## config.mk

```make
export PLATFORM = sky130hd
export DESIGN_NAME = ex_mem_skid
export DESIGN_NICKNAME = d
export VERILOG_FILES = /design/src/rtl/ex_mem_skid_pkg.sv /design/src/rtl/wb_payload_reg.sv /design/src/rtl/ex_mem_skid.sv
export SDC_FILE = /design/constraint.sdc
export NUM_CORES = 1
export LEC_CHECK = 0
export CORE_MARGIN = 2
export CORE_UTILIZATION = 44
export CTS_CLUSTER_DIAMETER = 30
export CTS_CLUSTER_SIZE = 20
export DETAILED_ROUTE_END_ITERATION = 8
export DONT_BUFFER_PORTS = 1
export MAX_ROUTING_LAYER = met4
export PLACE_DENSITY = 0.57
export SYNTH_ARGS = -nofsm -noshare
export SYNTH_HDL_FRONTEND = slang
export SYNTH_SLANG_ARGS = --single-unit
```

## constraint.sdc

```tcl
create_clock -name clk -period 5.4 [get_ports clk]
set_input_delay 1.08 -clock clk [delete_from_list [all_inputs] [get_ports clk]]
set_output_delay 1.08 -clock clk [all_outputs]
set_load 0.05 [all_outputs]
```

## src/rtl/ex_mem_skid_pkg.sv

```systemverilog
// Shared definitions for the EX/MEM skid boundary: bus widths, reset polarity,
// state encoding and the write-back payload width helper.
package ex_mem_skid_pkg;

  localparam int unsigned RegisterBus        = 32;
  localparam int unsigned RegisterAddressBus = 5;
  localparam logic        ResetEnable        = 1'b1;
  localparam logic [RegisterBus-1:0] ZeroWord = '0;

  // Encoding is {skid valid, out valid}.
  localparam logic [1:0] StEmpty = 2'b00;
  localparam logic [1:0] StOne   = 2'b01;
  localparam logic [1:0] StFull  = 2'b11;

  function automatic int unsigned payload_w(input int unsigned addr_w, input int unsigned data_w);
    return addr_w + 1 + data_w;
  endfunction

endpackage

```

## src/rtl/wb_payload_reg.sv

```systemverilog
// Write-back payload register: synchronous clear (priority) and load enable.
module wb_payload_reg #(
  parameter int unsigned       Width  = 38,
  parameter logic [Width-1:0]  ClrVal = '0
) (
  input  logic             clk_i,
  input  logic             clr_i,
  input  logic             ld_i,
  input  logic [Width-1:0] d_i,
  output logic [Width-1:0] q_o
);

  logic [Width-1:0] q_q;

  always_ff @(posedge clk_i) begin
    if (clr_i) begin
      q_q <= ClrVal;
    end else if (ld_i) begin
      q_q <= d_i;
    end
  end

  assign q_o = q_q;

endmodule

```

## src/rtl/ex_mem_skid.sv

```systemverilog
// EX/MEM two-entry skid buffer with registered ready and synchronous flush.
// Optional decode-stage bypass ports are enabled by defining EX_MEM_FWD_EN.
module ex_mem_skid
  import ex_mem_skid_pkg::*;
#(
  parameter int unsigned DATA_W = RegisterBus,
  parameter int unsigned ADDR_W = RegisterAddressBus
) (
  input  logic              clk,
  input  logic              rst,
  input  logic              flush_i,
  input  logic              ex_valid_i,
  output logic              ex_ready_o,
  input  logic [ADDR_W-1:0] ex_wd_i,
  input  logic              ex_wreg_i,
  input  logic [DATA_W-1:0] ex_wdata_i,
  output logic              mem_valid_o,
  input  logic              mem_ready_i,
  output logic [ADDR_W-1:0] mem_wd_o,
  output logic              mem_wreg_o,
`ifdef EX_MEM_FWD_EN
  output logic              fwd_wreg_o,
  output logic [ADDR_W-1:0] fwd_wd_o,
  output logic [DATA_W-1:0] fwd_wdata_o,
`endif
  output logic [DATA_W-1:0] mem_wdata_o
);

  localparam int unsigned      PW     = payload_w(ADDR_W, DATA_W);
  localparam logic [PW-1:0]    ClrVal = {{ADDR_W{1'b0}}, 1'b0, DATA_W'(ZeroWord)};

  logic [1:0]    state_q, state_d;
  logic          clr, accept, drain;
  logic          out_ld, out_from_skid, skid_ld;
  logic [PW-1:0] in_pld, out_d, out_q, skid_q;

  assign clr    = (rst == ResetEnable) | flush_i;
  assign accept = ex_valid_i & ex_ready_o;
  assign drain  = mem_valid_o & mem_ready_i;
  assign in_pld = {ex_wd_i, ex_wreg_i, ex_wdata_i};

  always_comb begin
    state_d       = state_q;
    out_ld        = 1'b0;
    out_from_skid = 1'b0;
    skid_ld       = 1'b0;
    case (state_q)
      StEmpty: begin
        if (accept) begin
          out_ld  = 1'b1;
          state_d = StOne;
        end
      end
      StOne: begin
        if (accept && drain) begin
          out_ld = 1'b1;
        end else if (accept) begin
          skid_ld = 1'b1;
          state_d = StFull;
        end else if (drain) begin
          state_d = StEmpty;
        end
      end
      StFull: begin
        if (drain) begin
          out_ld        = 1'b1;
          out_from_skid = 1'b1;
          state_d       = StOne;
        end
      end
      default: state_d = StEmpty;
    endcase
  end

  always_ff @(posedge clk) begin
    if (clr) begin
      state_q <= StEmpty;
    end else begin
      state_q <= state_d;
    end
  end

  assign out_d = out_from_skid ? skid_q : in_pld;

  wb_payload_reg #(
    .Width  (PW),
    .ClrVal (ClrVal)
  ) u_out (
    .clk_i (clk),
    .clr_i (clr),
    .ld_i  (out_ld),
    .d_i   (out_d),
    .q_o   (out_q)
  );

  wb_payload_reg #(
    .Width  (PW),
    .ClrVal (ClrVal)
  ) u_skid (
    .clk_i (clk),
    .clr_i (clr),
    .ld_i  (skid_ld),
    .d_i   (in_pld),
    .q_o   (skid_q)
  );

  // Ready is a pure decode of registered state: no path from mem_ready_i.
  assign ex_ready_o  = (state_q != StFull);
  assign mem_valid_o = state_q[0];
  assign mem_wd_o    = out_q[PW-1 -: ADDR_W];
  assign mem_wreg_o  = mem_valid_o & out_q[DATA_W];
  assign mem_wdata_o = out_q[DATA_W-1:0];

`ifdef EX_MEM_FWD_EN
  assign fwd_wreg_o  = mem_valid_o & out_q[DATA_W];
  assign fwd_wd_o    = out_q[PW-1 -: ADDR_W];
  assign fwd_wdata_o = out_q[DATA_W-1:0];
`endif

endmodule
```

==> flow_metrics.py <==
metrics = {
    "status": {
        "status": "finished, final reports clean",
    },
    "worst_setup_path": {
        "r2r_end": "u_out.q_o[18]",
        "endpoint_kind": "register",
        "r2r-start": "state_q[0]",
        "path_buf_inv": 1,
        "crit_required_ps": 5670,
        "rrSetupSlack_ps": 2350,
        "critPathTopFamily": "simple AND/OR/NAND/NOR gates",
        "critPathKind": "register to register",
        "slowest_delay_ps": 860,
        "worstPathCellList": "ha_1 -> nand3_2 -> buf_4 -> mux2i_1 -> or3_1 -> a21oi_1",
        "start_kind": "register",
        "crit_slowest_cell": "dfxtp_1",
        "r2r_cells": 6,
        "arrival_ps": 3320,
        "crit_fanout": 25,
    },
    "clocking": {
        "cts_hold_buf": 0,
        "clk_latency_ps": 350,
        "clockRootBuffer": "clkbuf_8",
        "clkTransAtPathRegs_ps": 80,
        "cts_tree": "yes",
        "htreeDepth": 3,
        "cts_buffers": 9,
        "cts_sinks": 78,
        "postCtsSetupBuffers": 0,
        "cts_buffer_depth": 2,
        "post_cts_resized": 0,
    },
    "global_route": {
        "grt_start_max_net_pins": 79,
        "gr-total-overflow": 0,
        "grt_usage_pct": 17.07,
        "grt_pass1_wl_mm": 11.83,
        "antenna_found_initial": 0,
        "grt_pass1_vias": 2387,
    },
    "power_and_ir_drop": {
        "p_total_uw": 1184,
        "p_leak_uw": 0.001519,
        "peakVddDrop_uv": 128.4,
        "power.density_nw_per_um2": 322.0,
    },
    "detailed_routing": {
        "drt_iter0_markers": 148,
        "wl_per_cell_um": 15.19,
        "drt_wl_total_mm": 7.627,
        "drc": 0,
        "antenna_left": 0,
        "via_per_inst": 5.331,
        "vias": 2676,
        "first_pass_iters": 4,
    },
    "job": {
        "maxCapViolCount": 0,
    },
    "yosys": {
        "syn_area_um2": 3739,
        "yosysSeqAreaShare_pct": 41.77,
        "syn_nets": 498,
        "syn_area_per_cell_um2": 8.308,
        "yosysUniqueCellTypes": 27,
        "synth_cells": 450,
        "ys_ff_latch": 78,
        "yosysWarnings": 0,
    },
    "finish": {
        "fin_nets": 440,
        "n_antenna_cell": 0,
        "final_cells": 502,
        "fin_area_um2": 3679,
        "syn_to_final_growth_pct": -1.606,
        "nFillCells": 829,
        "ff_latch_area_um2": 1562,
        "drive_gt1_share_pct": 7.053,
        "multiInputGateArea_um2": 1713,
    },
    "floorplan": {
        "initial_core_util_pct": 45.50,
        "num_io_pins": 83,
        "die_h_um": 96.18,
        "core_um2": 8217,
        "die-area_um2": 9251,
        "dieWidth_um": 96.18,
        "num_rows": 33,
    },
    "sta": {
        "relSlewSlack_pct": 21.29,
        "fin_crit_ps": 3048,
        "worst_slew_pin_slew_ps": 1181,
        "slew_violations": 0,
        "max_freq_mhz": 328.1,
        "rsz0062_at_grt": "false",
        "hold_slack_ps": 454.3,
        "fin_tns_setup_ps": 0,
        "setup_viol": 0,
        "fin_crit_sh_pct": 56.45,
        "fin_worst_skew_ps": 10.88,
        "hold_viol": 0,
    },
    "hold_path": {
        "min_to": "u_skid.q_o[3]",
        "min_path_type": "register to register",
        "hp-start": "u_skid.q_o[3]",
        "whs_path_depth": 2,
    },
    "placement": {
        "port_buffers": 0,
        "hpwl_mm": 4.674,
        "placed_cell_area_um2": 3458,
        "dp.cells": 486,
        "place_congestion": 0.7473,
    },
}
## metal layers
metal / share of wire (%) / vias up / track usage (%) / wire length, µm
li1: - / 1388 / - / -
met1: 45 / 1225 / 20.00 / 3404
met2: 47 / 55 / 26.68 / 3562
met3: 7.2 / 8 / 5.951 / 551
met4: 1.4 / 0 / 7.024 / 110
met5: 0 / - / - / 0
## worst reg2reg max path, delay by kind of cell (launching register included)
| family | cells | cell delay [ps] |
|---|---|---|
| adder cells (fa/ha/maj) | 1 | 350 |
| buffers and inverters | 1 | 510 |
| AO/OA/AOI/OAI | 1 | 140 |
| multiplexers | 1 | 150 |
| AND/OR/NAND/NOR | 2 | 950 |
| flip-flops | 1 | 860 |
## stage by stage
step | utilization [%] | setup WS, ps
2_1_floorplan | - | 3035
3_3_place_gp | 42.09 | 2367
3_5_place_dp | 42.09 | 2263
4_1_cts | 44.77 | 2252
5_1_grt | 44.77 | 2084
6_report | 44.77 | 2352
## cell type report
class / count / share of cell area (%)
Sequential cell: 78 / 42.45
Clock buffer: 9 / 3.367
Tap cell: 105 / 3.571
Timing Repair Buffer: 5 / 1.020
Multi-Input combinational cell: 294 / 46.56
Clock inverter: 7 / 2.619
Inverter: 4 / 0.4082
## cell families (layout without fill, tap and decap cells)
kind of cell | after synthesis | in the layout | synth area share [%]
buffers and inverters | 78 | 25 | 12.62
AOI/OAI and AO/OA | 124 | 124 | 17.30
and+or+nand+nor | 125 | 125 | 15.90
adders and majority gates | 5 | 5 | 1.673
muxes | 40 | 40 | 10.74
DFF | 78 | 78 | 41.77
## state kept, by name (all words and copies together), names as in the netlist
name and flops:
u_out.q_o 38, u_skid.q_o 38, state_q 2
## cell usage after synthesis, drive strengths merged
cell | number | share of area [%]
a21oi | 79 | 11
dfxtp | 78 | 42
nand2 | 77 | 7.7
buf | 48 | 9.6
o21ai | 40 | 5.4
mux2i | 39 | 10
or3 | 38 | 6.4
clkbuf | 26 | 2.6
ha | 5 | 1.7
inv | 4 | 0.40
and2 | 3 | 0.54
nand3 | 2 | 0.27
a21boi | 1 | 0.20
a21o | 1 | 0.20
a22oi | 1 | 0.57
and2b | 1 | 0.27
mux2 | 1 | 0.30
nand3b | 1 | 0.20
nand4 | 1 | 0.17
o22a | 1 | 0.23
o22ai | 1 | 0.17
or2 | 1 | 0.17
or4 | 1 | 0.20
## report_power, final
part / total [µW] / internal [µW] / switching (µW)
registers: 629 / 587 / 41.6
logic: 72.5 / 27.5 / 45.0
clock network: 483 / 262 / 221
## placed cells by master, fill, tap and decap left out, types with 2 or more instances in the layout
cell type / netlist / routed
buf_4: 38 / 5
or3_1: 38 / 38
inv_1: 4 / 4
clkbuf_8: 0 / 9
clkinv_4: 0 / 2
dfxtp_1: 78 / 78
a21oi_1: 79 / 79
o21ai_0: 40 / 40
bufinv_16: 0 / 2
mux2i_1: 39 / 39
and2_1: 2 / 2
clkinv_2: 0 / 2
ha_1: 5 / 4
nand2_1: 77 / 77
## worst max path at each step
stage | start | endpoint | slack, ps | depth (start not counted)
floorplan | state_q[0] | ex_ready_o | 3040 | 2
global placement | state_q[0] | u_out.q_o[18] | 2370 | 6
detailed placement | state_q[0] | u_out.q_o[29] | 2260 | 6
CTS | state_q[0] | u_out.q_o[29] | 2250 | 6
global route | state_q[0] | u_out.q_o[28] | 2080 | 6
finish | state_q[0] | u_out.q_o[18] | 2350 | 6
No activity file was read; power rests on OpenSTA's default activity.
